==> src/rtl/dq_idelay_cal.sv <==
// Per-lane IDELAYE2 read-capture calibration: sweeps all 32 taps, records pass/fail per tap,
// then loads the centre of the longest passing window into each lane in turn.
module dq_idelay_cal #(
    parameter int W       = 8,
    parameter int SETTLE  = 16,
    parameter int SAMPLES = 64
) (
    input  logic                            clk,
    input  logic                            rst,
    input  logic                            start,
    input  logic                            idelayctl_rdy,
    input  logic                            cmp_valid,
    input  logic                            cmp_ok,
    output logic [((W > 1) ? $clog2(W) : 1)-1:0] lane_sel,
    output logic [4:0]                      dly_cntvaluein,
    output logic [W-1:0]                    dly_ld,
    output logic                            busy,
    output logic                            done,
    output logic [W-1:0]                    cal_fail,
    output logic [5*W-1:0]                  tap_final
);

    localparam int LW = (W > 1) ? $clog2(W) : 1;
    localparam int SW = (SETTLE > 1) ? $clog2(SETTLE) : 1;
    localparam int BW = (SAMPLES > 1) ? $clog2(SAMPLES) : 1;

    localparam logic [3:0] ST_IDLE       = 4'd0;
    localparam logic [3:0] ST_WAIT_RDY   = 4'd1;
    localparam logic [3:0] ST_LOAD       = 4'd2;
    localparam logic [3:0] ST_SETTLE     = 4'd3;
    localparam logic [3:0] ST_SAMPLE     = 4'd4;
    localparam logic [3:0] ST_EVAL       = 4'd5;
    localparam logic [3:0] ST_LOAD_FINAL = 4'd6;
    localparam logic [3:0] ST_NEXT_LANE  = 4'd7;
    localparam logic [3:0] ST_DONE       = 4'd8;

    logic [3:0]    state_q, state_d;
    logic [LW-1:0] lane_q;
    logic [4:0]    tap_q;
    logic [4:0]    cval_q;
    logic [SW-1:0] settle_cnt_q;
    logic [BW-1:0] beat_cnt_q;
    logic          ok_acc_q;
    logic [31:0]   pass_q;
    logic [5:0]    idx_q;
    logic [4:0]    run_start_q;
    logic [5:0]    run_len_q;
    logic [4:0]    best_start_q;
    logic [5:0]    best_len_q;
    logic [W-1:0]  cal_fail_q;
    logic [5*W-1:0] tap_final_q;

    logic          last_beat;
    logic [4:0]    center;

    assign last_beat = cmp_valid && (beat_cnt_q == BW'(SAMPLES - 1));
    // Centre biased low for even-length windows; cannot overflow because s + L - 1 <= 31.
    assign center = (best_len_q == 6'd0) ? 5'd0
                  : best_start_q + 5'((best_len_q - 6'd1) >> 1);

    always_comb begin
        state_d = state_q;
        case (state_q)
            ST_IDLE, ST_DONE: if (start) state_d = ST_WAIT_RDY;
            ST_WAIT_RDY:      if (idelayctl_rdy) state_d = ST_LOAD;
            ST_LOAD:          state_d = ST_SETTLE;
            ST_SETTLE:        if (settle_cnt_q == SW'(SETTLE - 1)) state_d = ST_SAMPLE;
            ST_SAMPLE:        if (last_beat) state_d = (tap_q == 5'd31) ? ST_EVAL : ST_LOAD;
            ST_EVAL:          if (idx_q == 6'd32) state_d = ST_LOAD_FINAL;
            ST_LOAD_FINAL:    state_d = ST_NEXT_LANE;
            ST_NEXT_LANE:     state_d = (lane_q == LW'(W - 1)) ? ST_DONE : ST_WAIT_RDY;
            default:          state_d = ST_IDLE;
        endcase
    end

    always_ff @(posedge clk) begin
        if (rst) begin
            state_q      <= ST_IDLE;
            lane_q       <= '0;
            tap_q        <= '0;
            cval_q       <= '0;
            settle_cnt_q <= '0;
            beat_cnt_q   <= '0;
            ok_acc_q     <= 1'b1;
            pass_q       <= '0;
            idx_q        <= '0;
            run_start_q  <= '0;
            run_len_q    <= '0;
            best_start_q <= '0;
            best_len_q   <= '0;
            cal_fail_q   <= '0;
            tap_final_q  <= '0;
        end else begin
            state_q <= state_d;
            case (state_q)
                ST_IDLE, ST_DONE: begin
                    if (start) begin
                        lane_q       <= '0;
                        tap_q        <= '0;
                        settle_cnt_q <= '0;
                        beat_cnt_q   <= '0;
                        ok_acc_q     <= 1'b1;
                        pass_q       <= '0;
                        idx_q        <= '0;
                        run_start_q  <= '0;
                        run_len_q    <= '0;
                        best_start_q <= '0;
                        best_len_q   <= '0;
                        cal_fail_q   <= '0;
                        tap_final_q  <= '0;
                    end
                end
                ST_WAIT_RDY: if (idelayctl_rdy) cval_q <= tap_q;
                ST_SETTLE: begin
                    settle_cnt_q <= (settle_cnt_q == SW'(SETTLE - 1)) ? '0 : settle_cnt_q + 1'b1;
                end
                ST_SAMPLE: begin
                    if (last_beat) begin
                        pass_q[tap_q] <= ok_acc_q & cmp_ok;
                        beat_cnt_q    <= '0;
                        ok_acc_q      <= 1'b1;
                        if (tap_q != 5'd31) begin
                            tap_q  <= tap_q + 5'd1;
                            cval_q <= tap_q + 5'd1;
                        end
                    end else if (cmp_valid) begin
                        beat_cnt_q <= beat_cnt_q + 1'b1;
                        ok_acc_q   <= ok_acc_q & cmp_ok;
                    end
                end
                ST_EVAL: begin
                    if (idx_q != 6'd32) begin
                        idx_q <= idx_q + 6'd1;
                        if (pass_q[idx_q[4:0]]) begin
                            run_len_q <= run_len_q + 6'd1;
                            if (run_len_q == 6'd0) run_start_q <= idx_q[4:0];
                            // Strictly longer only, so the earliest window wins a tie.
                            if (run_len_q + 6'd1 > best_len_q) begin
                                best_len_q   <= run_len_q + 6'd1;
                                best_start_q <= (run_len_q == 6'd0) ? idx_q[4:0] : run_start_q;
                            end
                        end else begin
                            run_len_q <= '0;
                        end
                    end else begin
                        cval_q                    <= center;
                        tap_final_q[5*lane_q +: 5] <= center;
                        if (best_len_q == 6'd0) cal_fail_q[lane_q] <= 1'b1;
                    end
                end
                ST_NEXT_LANE: begin
                    if (lane_q != LW'(W - 1)) begin
                        lane_q       <= lane_q + 1'b1;
                        tap_q        <= '0;
                        pass_q       <= '0;
                        idx_q        <= '0;
                        run_start_q  <= '0;
                        run_len_q    <= '0;
                        best_start_q <= '0;
                        best_len_q   <= '0;
                    end
                end
                default: ;
            endcase
        end
    end

    assign lane_sel       = lane_q;
    assign dly_cntvaluein = cval_q;
    assign dly_ld         = (state_q == ST_LOAD || state_q == ST_LOAD_FINAL)
                          ? (W'(1) << lane_q) : '0;
    assign busy           = (state_q != ST_IDLE) && (state_q != ST_DONE);
    assign done           = (state_q == ST_DONE);
    assign cal_fail       = cal_fail_q;
    assign tap_final      = tap_final_q;

endmodule

==> config.mk <==
export PLATFORM = sky130hd
export DESIGN_NAME = dq_idelay_cal
export DESIGN_NICKNAME = d
export VERILOG_FILES = /design/src/rtl/dq_idelay_cal.sv
export SDC_FILE = /design/constraint.sdc
export NUM_CORES = 1
export LEC_CHECK = 0
export BUFFER_PORTS_ARGS = -buffer_cell sky130_fd_sc_hd__clkbuf_2
export CORE_MARGIN = 2
export CORE_UTILIZATION = 55
export CTS_BUF_LIST = sky130_fd_sc_hd__clkbuf_4
export DETAILED_ROUTE_END_ITERATION = 10
export GPL_ROUTABILITY_DRIVEN = 0
export GPL_TIMING_DRIVEN = 0
export PLACE_DENSITY = 0.83
export SYNTH_ARGS = -nofsm -noshare
export SYNTH_HDL_FRONTEND = slang
export SYNTH_SLANG_ARGS = --single-unit
==> constraint.sdc <==
create_clock -name clk -period 4.6 [get_ports clk]
set_input_delay 0.23 -clock clk [delete_from_list [all_inputs] [get_ports clk]]
set_output_delay 0.23 -clock clk [all_outputs]
set_load 0.01 [all_outputs]
======== Word-level counts from Yosys, hierarchy flattened ========
Index checks and enable logic that the tools add are counted.
operators by class
  add/sub/neg operators ................... 9
  multipliers ............................. 1
  divide/modulo/power cells ............... 0
  magnitude comparators ................... 6
  equal/unequal tests ..................... 30
  shift operators ......................... 3
  muxes and demuxes ....................... 69
  bitwise logic cells ..................... 2
  reduce and logical (&&, ||, !) cells .... 29
operators by type and width
  operator                 number
  $mux 32                  3
  $pmux 32 s3              1
  $mux 40                  2
  $pmux 40 s2              1
  $mux 5                   13
  $mux 6                   10
  $pmux 5 s3               4
  $pmux 6 s3               3
  $bwmux 40                1
  $shift 5x34->40 const A  1
  $shiftx 5x34->40         1
  $neg 6->34               1
  $bwmux 32                1
  $mux 4                   8
  $mux 8                   4
  $pmux 4 s8               1
  $ne 2x2->1 const B       12
  $reduce_and 5->1         4
  $add 6x1->6 const B      3
  $eq 4x3->1 const B       4
  $pmux 8 s2               1
  $eq 6x6->1 const B       2
  $logic_not 6->1          2
  $lt 5x6->1 const B       2
  42 further kinds         64
word-level totals
  register bits after elaboration ......... 136
  bits in latches ......................... 0
  memory bits (writable) .................. 0
  bits in read-only memories .............. 0
  input bits .............................. 6
  output and inout bits ................... 66
  word-level logic and storage cells ...... 164
  memories kept ........................... 0

======== Depth between registers and ports, before layout ========
Gate-level depths: netlist of the first run.
  depth in word-level cells ............... 8
  gate-level depth with buffers ........... 13
  depth with buffers taken out ............ 13

======== Least setup slack after synthesis of the first run ========
OpenSTA, ideal clock, no wires.
  kind .................................... reg2reg
  from .................................... register best_len_q[0]
  to ...................................... register tap_final_q[19], in the netlist tap_final[19]
  setup time .............................. 0.134 ns
  arrival ................................. 2.743 ns
  data required time ...................... 4.466 ns
  setup slack ............................. 1.724 ns
  cell stages (with the launch flop) ...... 14
  path buffers ............................ 0
  period minus slack after synthesis ...... 2.876 ns
  cells stage by stage .................... dfxtp_1 inv_1 ha_1 inv_1 ha_1 inv_1 fa_1 inv_1 a21o_1 a21oi_1 xnor2_1 mux2_2 o21ai_1 o21ai_0
between the ends
  word-level cells in the longest chain between the ends .. 7
  elaborated cells on any way between the ends .. 8
  those cells by class .................... add/sub: 2; shift: 1; mux: 4; reduce/logical: 1
RTL lines
  what                            RTL line  source
  start: declaration              49        logic [5:0] best_len_q;
  start signal: assignment        139       best_len_q <= run_len_q + 6'd1;
  $sub 6x1->6                     59        : best_start_q + 5'((best_len_q - 6'd1) >> 1);
  $add 5x5->5                     59
  $mux 5 *                        58        assign center = (best_len_q == 6'd0) ? 5'd0
  $shiftx 5x34->40 *              147       tap_final_q[5*lane_q +: 5] <= center;
  $bwmux 40 *                     147
  $mux 40 *                       132       if (idx_q != 6'd32) begin
  $pmux 40 s2 *                   95        case (state_q)
  end signal: indexed assignment  147
  end: declaration                51        logic [5*W-1:0] tap_final_q;
Mark *: on every way between the ends. The rest lies on a longest branch, timed or not. The select of a mux whose other input is x is not followed.
A chain may end at the register's enable or synchronous reset.

======== Worst setup path after layout of the first run ========
  from .................................... register best_len_q[0]
  to ...................................... register tap_final_q[39], in the netlist tap_final[39]
The elaborated chain is that of the path after synthesis.

==> results by group, run 1 <==
Placement
  – Pre-CTS setup slack: 1.22 ns
  – PortBufs: 71
  – Placed Cells: 1,088
  – Dpl hpwl: 13.4 mm

Floorplan
  – IO Count: 72
  – Die W: 117 microns
  – Core area: 0.0126 sq mm
  – Std-Cell Rows: 41
  – Die area: 0.0137 sq mm
  – Initial core utilization: 56.0%
  – Die Y: 117 microns

Critical path
  – Critical-path top delay cell: xnor2_1
  – CP Launch Type: register
  – Reg2reg setup slack: 1.13 ns
  – Most Frequent Cell on Critical Path: inv_1
  – Type of the worst setup path: reg -> reg
  – Worst R2R End: tap_final[39]
  – RR Startpoint: best_len_q[0]
  – Crit-path max cell delay: 0.49 ns
  – CP Data Required Time: 5.07 ns
  – Max Fanout on Critical Path: 7
  – Worst Setup End Kind: register
  – Critical Path AT: 3.94 ns
  – Delay-heaviest family, CP: adder cells
  – R2R cell count: 13
  – Buffers plus inverters on the worst setup path: 4
  – Crit path cell chain: inv_1, ha_1, inv_1, ha_1, inv_1, fa_1, inv_1, a21o_1, a21oi_1, xnor2_1, mux2_2, o21ai_1, o21ai_0

Power
  – Peak VDD IR: 0.000225 V
  – Leakage: 3.01 nW
  – Pwr/cell area: 302 mW/mm^2
  – Overall power: 0.00237 W

Final layout
  – Inserted Diodes: 0
  – Share of layout cells above drive strength 1: 15.2%
  – Layout area overhead: 11.7%
  – Net count, final: 976
  – Fin util: 62.6%
  – Non-Filler Instances: 1,121
  – Most frequent cells in the layout: dfxtp_1 (136), a21oi_1 (105), nor2_1 (100)
  – Most common cell after layout, fill and taps aside: dfxtp_1

Clock tree
  – Clock Path Buffers: 2
  – Cts repair resizes: 0
  – # hold bufs at CTS: 1
  – Clock root buffer: clkbuf_4
  – Setup Buffers After CTS: 0
  – TritonCTS Sinks: 136
  – Worst skew pair latency: 0.59 ns
  – H-tree levels: 4
  – CTS tree: done
  – Inserted Clock Buffers: 17
  – Clock slew at reported path FFs: 0.14 ns

Synth
  – XOR/XNOR Fraction of Synth Area: 2.11%
  – Leading area contributor after synthesis: dfxtp_1
  – Syn_nets: 885
  – Mean area per synthesized cell: 8.33 sq um
  – Mux cell area share after synthesis: 4.35%
  – Synth Area in Simple Gates: 20.3%
  – Post-synthesis compound-gate area fraction: 23.2%
  – Top_reg_cell synth: dfxtp_1
  – Synth warnings: 0
  – Combinational family with the most area after synthesis: compound AO/OA/AOI/OAI gates
  – Yosys cell types: 72
  – Mapped Area: 0.00704 sq mm
  – Ys async rst share: 0%
  – Top cell type's share of synthesized area: 38.7%
  – Synth area leaders: dfxtp_1 (39%), a21oi_1 (7.5%), ha_1 (5.9%)
  – EDFF count, synth: 0
  – Count of state elements after synthesis: 136
  – Sequential-to-total area share from yosys stat: 38.7%
  – Post-Synth Adder-Cell Area: 6.15%
  – Synth Instances: 845

Route
  – Via density: 5.99
  – Via count: 6,720
  – DRC viols: 0
  – Final ANT Viol Nets: 0
  – Drt first pass iters: 5
  – WL/cell: 16.9 microns
  – Routed WL: 19.0 mm
  – Starting DRC count in detailed routing: 544

Timing
  – Slew HR: 35.1%
  – Final Hold Fails: 0
  – Final setup TNS: 0 ns
  – Crit path time final: 3.47 ns
  – Final Skew: 0.0181 ns
  – Actual slew at the worst max-slew pin: 0.972 ns
  – Final period utilization: 75.5%
  – Unrepaired setup endpoints after global routing: no
  – Number of setup violations in the final report: 0
  – F_max: 288 MHz
  – Final worst slack: 1.13 ns
  – Fin. max-slew vios: 0

Worst hold path
  – Hold Crit Class: in -> reg
  – Hold Path End: beat_cnt_q[1]
  – Hold path depth: 4
  – Min-delay src: cmp_valid

Global routing
  – First-pass GRT wire length: 30.9 mm
  – Remaining global-route overflow: 0
  – Initial antenna violation count: 0
  – Largest net degree at the start of global routing: 17
  – Vias in the first global route: 6,256
  – GR Util All Layers: 28.7%

Status
  – Run status: finished clean

Run
  – Maxcap violations: 0
==> logic make-up after synthesis <==
kind of cell,Yosys count
xor gates and xnor gates,17
adders and majority gates,34
AOI/OAI and AO/OA,258
muxes,25
DFF,136
and+or+nand+nor,289
buffers and inverters,86
==> power by group <==
| group | internal (W) | total, W | switching (W) |
|---|---|---|---|
| sequential | 0.00119 | 0.00120 | 0.00000832 |
| clock | 0.000222 | 0.000727 | 0.000505 |
| combinational | 0.000117 | 0.000448 | 0.000331 |
==> sequential cells by signal (all words and copies together) (netlist names), 6 cells and up <==
signal	flops
cal_fail	8
tap_final	40
beat_cnt_q	6
idx_q	6
run_len_q	6
pass_q	32
best_len_q	6
==> stage by stage <==
step / hold slack (ns) / instance area [sq um]
6_report: 0.104 / 7870
5_1_grt: 0.0930 / 7870
4_1_cts: 0.0821 / 7870
3_5_place_dp: 0.451 / 7610
3_3_place_gp: 0.444 / 7610
2_1_floorplan: 0.383 / 7040
==> synth_stat cells (4+ instances only) <==
cell type  number
a211oi_1        6
a32oi_1         8
nand3_1        21
a22o_1          8
buf_1           5
buf_2          13
o21ai_0        46
clkbuf_1       32
and3_1         13
or2_1           4
a21oi_1       105
nor4_1          7
mux2i_1        16
o32ai_1         6
xnor2_1         7
a22oi_1        24
ha_1           33
nand2b_1        8
o2bb2ai_1      12
dfxtp_1       136
nor2_1        100
nand3b_1        7
or3_1           9
nand2_1        71
inv_1          30
xor2_1         10
and2_1         13
mux2_2          4
nor3_2          5
nor3_1          9
nand4_1         5
nor3b_1         4
mux4_2          4
a31oi_1         7
a21o_1          6
==> layout make-up <==
class	instances	area [sq um]
timing repair buffer	72	365
tap	172	215
clock buffer	17	128
inverter	31	116
sequential	136	2720
clock inverter	15	119
fill	1109	4700
buffer	55	249
multi-input combinational	623	3950
==> metal layers <==
layer  vias up  part of all wire [%]  track usage [%]
li1       3227                     -                -
met4         0                   2.8             13.3
met2       287                    46             43.4
met5         -                     0                0
met3        44                   7.6             6.80
met1      3162                    44             39.0
==> how the worst max path moves through the flow <==
stage / startpoint / endpoint / slack (ns) / depth (start not counted)
2_1_floorplan: best_len_q[0] / tap_final[19] / 1.72 / 13
3_3_place_gp: best_len_q[0] / tap_final[29] / 1.27 / 13
3_5_place_dp: best_len_q[0] / tap_final[39] / 1.22 / 13
4_1_cts: best_len_q[0] / tap_final[39] / 1.22 / 13
5_1_grt: best_len_q[0] / tap_final[39] / 0.93 / 13
6_report: best_len_q[0] / tap_final[39] / 1.13 / 13
==> tightest hold or removal path, delay by kind of cell <==
family | cells | cell delay, ns
simple gates | 1 | 0.10
compound gates | 2 | 0.21
buf+inv | 1 | 0.11
Power figures use the tool's default switching activity.
==> run 2: changes to the inputs <==
- clock period: 4.6 -> 3.42 ns (I/O delays scaled with it)
==> run 2 against run 1 <==
Fmax increased by 11%. Worst hold slack worse by 0.058 ns. Worst setup slack lost 0.85 ns. Clock skew up 0.00088 ns.
==> results by group, run 2 (synthesis results as in run 1) <==
Final layout
  – Max FFs per register: 40
  – Most common cell after layout, fill and taps aside: dfxtp_1
  – Non-Filler Instances: 1,121
  – Multi-input logic area: 0.00397 sq mm
  – Inserted Diodes: 0
  – Register Area: 0.00272 sq mm
  – Layout area overhead: 11.9%
  – Share of layout cells above drive strength 1: 15.4%
  – Filler instances: 1,107
  – Net count, final: 976
  – Most frequent cells in the layout: dfxtp_1 (136), a21oi_1 (105), nor2_1 (100)

Power
  – Psw: 0.00113 W
  – Net Sw Frac: 35.6%
  – Clock power share: 30.6%
  – Pwr/cell area: 405 mW/mm^2
  – P_int: 0.00206 W
  – Sequential power share: 50.5%
  – Leakage: 3.01 nW
  – Overall power: 0.00319 W
  – Peak VDD IR: 0.000304 V
  – Combinational group share of total power: 18.9%

Clock tree
  – TritonCTS Sinks: 136
  – CTS tree: done
  – Setup Buffers After CTS: 0
  – Clock Path Buffers: 2
  – Clock root buffer: clkbuf_4
  – Clock slew at reported path FFs: 0.13 ns
  – Worst skew pair latency: 0.59 ns
  – Inserted Clock Buffers: 17
  – H-tree levels: 4

Route
  – WL/cell: 16.9 microns
  – Drt first pass iters: 7
  – Via density: 6.03
  – Via count: 6,764
  – Routed WL: 19.0 mm
  – Final ANT Viol Nets: 0
  – Starting DRC count in detailed routing: 558
  – DRC viols: 0

Critical path
  – Crit path cell chain: inv_1, ha_1, inv_1, ha_1, inv_1, fa_1, inv_1, a21o_1, a21oi_1, xnor2_2, mux2_2, o21ai_2, o21ai_0
  – CP Launch Type: register
  – Type of the worst setup path: reg -> reg
  – Delay-heaviest family, CP: adder cells
  – Critical-path top delay cell: dfxtp_1
  – Worst Setup End Kind: register
  – RR Startpoint: best_len_q[0]
  – Critical Path AT: 3.61 ns
  – Crit-path max cell delay: 0.46 ns
  – CP Data Required Time: 3.89 ns
  – Max Fanout on Critical Path: 7
  – Most Frequent Cell on Critical Path: inv_1
  – Crit path from: best_len_q[0]
  – Buffers plus inverters on the worst setup path: 4

Timing
  – Crit path time final: 3.14 ns
  – F_max: 319 MHz
  – Slew HR: 35.6%
  – Worst hold slack: 0.0460 ns
  – Final Skew: 0.0189 ns
  – Final worst slack: 0.282 ns
  – Final setup TNS: 0 ns
  – Final Hold Fails: 0
  – Unrepaired setup endpoints after global routing: no
  – Fin. max-slew vios: 0
  – Actual slew at the worst max-slew pin: 0.964 ns
  – Final period utilization: 91.8%
  – Number of setup violations in the final report: 0

Placement
  – Dpl hpwl: 13.4 mm
  – Pre-CTS setup slack: 0.0426 ns
  – PortBufs: 71
  – Placed Cells: 1,088

Global routing
  – Initial antenna violation count: 0
  – First-pass GRT wire length: 30.9 mm
  – Vias in the first global route: 6,256
  – GR Util All Layers: 28.7%
  – Largest net degree at the start of global routing: 17
  – Remaining global-route overflow: 0

Floorplan
  – Die area: 0.0137 sq mm
  – Std-Cell Rows: 41
  – Die W: 117 microns
  – Die Y: 117 microns
  – Initial core utilization: 56.0%
  – IO Count: 72
  – Core area: 0.0126 sq mm

Status
  – Run status: finished clean

Worst hold path
  – Hold Crit Class: in -> reg
  – Min-delay src: cmp_valid

Run
  – Maxcap violations: 0
[run 2: cell counts in the layout (fill, tap and decap cells not counted)]
Identical to the previous run, type by type.
[run 2: per-layer routing]
metal  global-route usage [%]  share of wire (%)
met5                        0                  0
met4                     13.3                2.9
met3                     6.80                7.9
met2                     43.4                 45
met1                     39.0                 44
[run 2: path summary, 6_finish.rpt]
kind | endpoint | slack (ns) | cells after the start
max | tap_final[39] | 0.28 | 13
min | beat_cnt_q[1] | 0.05 | 4
max reg2reg | tap_final[39] | 0.28 | 13
min reg2reg | tap_final[20] | 0.48 | 1
[run 2: tightest hold or removal path: stages]
cell and delay [ns]:
clkbuf_2 0.11, a21oi_1 0.16, nand2_1 0.10, a21oi_1 0.05
[run 2: final cells by class]
| type | instances | share of cell area (%) |
|---|---|---|
| multi-input combinational | 623 | 50.3 |
| sequential | 136 | 34.6 |
| timing repair buffer | 72 | 4.64 |
| buffer | 55 | 3.16 |
| tap | 172 | 2.73 |
| clock buffer | 17 | 1.62 |
| clock inverter | 15 | 1.51 |
| inverter | 31 | 1.48 |
[run 2: stage by stage]
stage / util [%] / instance area (sq um)
floorplan: - / 7040
global placement: 60.6 / 7610
detailed placement: 60.6 / 7610
CTS: 62.6 / 7870
global route: 62.7 / 7880
finish: 62.7 / 7880
[run 2: power by group through the flow]
stage / combinational (W) / clock, W / sequential [W]
2_1_floorplan: 0.000414 / 0 / 0.00164
3_3_place_gp: 0.000574 / 0 / 0.00164
3_5_place_dp: 0.000580 / 0 / 0.00165
4_1_cts: 0.000586 / 0.000978 / 0.00161
5_1_grt: 0.000653 / 0.00105 / 0.00161
6_report: 0.000602 / 0.000977 / 0.00161
[run 2: timing repair]
| action | CTS | global route |
|---|---|---|
| endpoints found under the hold margin | 1 | 0 |
| gates resized for setup | 0 | 2 |
| endpoints found under the setup margin | 0 | 7 |
| hold buffers | 1 | 0 |
==> run 3: changes to the inputs <==
- CELL_PAD_IN_SITES_DETAIL_PLACEMENT: unset -> 0
- CELL_PAD_IN_SITES_GLOBAL_PLACEMENT: unset -> 2
- CORE_UTILIZATION: 55 -> 37
- HOLD_SLACK_MARGIN: unset -> 0.05
- PLACE_DENSITY: 0.83 -> 0.9
- REMOVE_ABC_BUFFERS: unset -> 1
==> run 3 against run 2 <==
Flip-flop and latch count unchanged. Final cell count increased by 1.1%. Clock power increased by 23%. Wire length increased by 2.1%. Count of clock-buffer cells in the layout unchanged. Register-to-register slack about the same. Utilization decreased by 21 points. Die area increased by 47%. Final area decreased by 0.11%. Fmax decreased by 0.34%. Critical endpoint is now best_start_q[1].
==> results by group, run 3 (synthesis results as in run 1) <==
Status
  – Run status: finished clean

Final layout
  – Fin util: 42.1%
  – Net count, final: 925
  – Max FFs per register: 40
  – Most frequent cells in the layout: dfxtp_1 (136), a21oi_1 (105), nor2_1 (100)
  – Filler instances: 1,933
  – Share of layout cells above drive strength 1: 14.7%
  – Final Cell Area: 0.00787 sq mm
  – Layout area overhead: 11.8%
  – Most common cell after layout, fill and taps aside: dfxtp_1

Timing
  – Fin. max-slew vios: 0
  – Final period utilization: 92.1%
  – Crit path time final: 3.15 ns
  – Slew HR: 27.1%
  – Final Hold Fails: 0
  – Actual slew at the worst max-slew pin: 1.09 ns
  – Unrepaired setup endpoints after global routing: no
  – Number of setup violations in the final report: 0
  – Final setup TNS: 0 ns
  – F_max: 318 MHz
  – Final Skew: 0.0238 ns

Route
  – Starting DRC count in detailed routing: 441
  – Drt first pass iters: 5
  – Final ANT Viol Nets: 0
  – DRC viols: 0
  – WL/cell: 17.1 microns
  – Via density: 5.51
  – Routed WL: 19.4 mm
  – Via count: 6,244

Clock tree
  – Inserted Clock Buffers: 17
  – CTS tree: done
  – Clock Path Buffers: 2
  – Clock root buffer: clkbuf_4
  – Setup Buffers After CTS: 0
  – Worst skew pair latency: 0.57 ns
  – H-tree levels: 4
  – TritonCTS Sinks: 136
  – Clock slew at reported path FFs: 0.13 ns

Power
  – Peak VDD IR: 0.000306 V
  – Pwr/cell area: 434 mW/mm^2
  – Leakage: 2.95 nW

Critical path
  – Number of stages on the worst setup path: 7
  – CP Data Required Time: 3.88 ns
  – Delay-heaviest family, CP: simple AND/OR/NAND/NOR gates
  – R2R cell count: 7
  – Critical Path AT: 3.61 ns
  – Buffers plus inverters on the worst setup path: 0
  – Critical-path top delay cell: dfxtp_1
  – Crit-path max cell delay: 0.83 ns
  – Crit path cell chain: and4bb_1, o31ai_1, and3_1, a21oi_4, o21a_4, nor2_8, a22o_1
  – Worst Setup End Kind: register
  – CP Launch Type: register
  – Max Fanout on Critical Path: 20
  – Type of the worst setup path: reg -> reg

Global routing
  – Largest net degree at the start of global routing: 58
  – First-pass GRT wire length: 31.1 mm
  – GR Util All Layers: 19.5%
  – Vias in the first global route: 5,794
  – Initial antenna violation count: 1
  – Remaining global-route overflow: 0

Worst hold path
  – Hold path depth: 3
  – Hold Crit Class: in -> reg

Placement
  – PortBufs: 71
  – Dpl hpwl: 13.3 mm
  – DP Area: 0.00751 sq mm

Floorplan
  – Die area: 0.0202 sq mm
  – Die Y: 142 microns
  – Core area: 0.0187 sq mm
  – Die W: 142 microns
  – IO Count: 72
  – Initial core utilization: 37.6%
  – Std-Cell Rows: 50

Run
  – Maxcap violations: 0
[run 3: metrics by stage]
step / hold WS [ns] / power, W / setup WS [ns] / cells
floorplan: 0.240 / 0.00201 / 0.463 / 790
detailed placement: 0.451 / 0.00224 / -0.0246 / 1097
global route: 0.141 / 0.00359 / 0.0918 / 1133
finish: 0.145 / 0.00342 / 0.271 / 1133
CTS: 0.106 / 0.00344 / 0.143 / 1132
global placement: 0.444 / 0.00220 / -1.13 / 1095
[run 3: power breakdown]
part / leakage, nW / internal, W / switching (W) / total, W
Sequential: 1.10 / 0.00160 / 0.0000438 / 0.00164
Clock: 0.160 / 0.000522 / 0.000683 / 0.00120
Combinational: 1.70 / 0.000166 / 0.000405 / 0.000570
Total: 2.95 / 0.00229 / 0.00113 / 0.00342
[run 3: metal layers]
| metal | routed length (microns) | vias to the layer above | global-route usage, % | share of wire (%) |
|---|---|---|---|---|
| met5 | 0 | - | 0 | 0 |
| met3 | 769 | 11 | 4.37 | 4.0 |
| li1 | - | 3123 | - | - |
| met2 | 8690 | 115 | 30.0 | 45 |
| met1 | 9800 | 2995 | 28.3 | 51 |
| met4 | 114 | 0 | 3.95 | 0.59 |
[run 3: repair_timing]
item,in CTS,in global routing
hold buffers,3,0
endpoints found under the hold margin,11,0
setup endpoints to repair,6,25
resized for setup,1,2
[run 3: tightest hold or removal path, cell delays in order]
cell,delay (ns)
clkbuf_2,0.15
o21ai_0,0.16
a211oi_1,0.18
[run 3: final cells by class]
| cell class | instances | area [sq um] | area share (%) |
|---|---|---|---|
| diodes | 1 | 2.50 | 0.0318 |
| clock buffers | 17 | 128 | 1.62 |
| clock inverters | 15 | 189 | 2.40 |
| inverters | 31 | 116 | 1.48 |
| multi-input cells | 623 | 3990 | 50.6 |
| flip-flops and latches | 136 | 2720 | 34.6 |
| well taps | 234 | 293 | 3.72 |
| repair buffers | 76 | 435 | 5.53 |
[run 3: worst paths after layout]
kind / to / slack [ns] / startpoint
min: state_q[0] / 0.15 / start
min reg2reg: run_start_q[0] / 0.47 / run_start_q[0]
max reg2reg: best_start_q[1] / 0.27 / state_q[0]
max: best_start_q[1] / 0.27 / state_q[0]
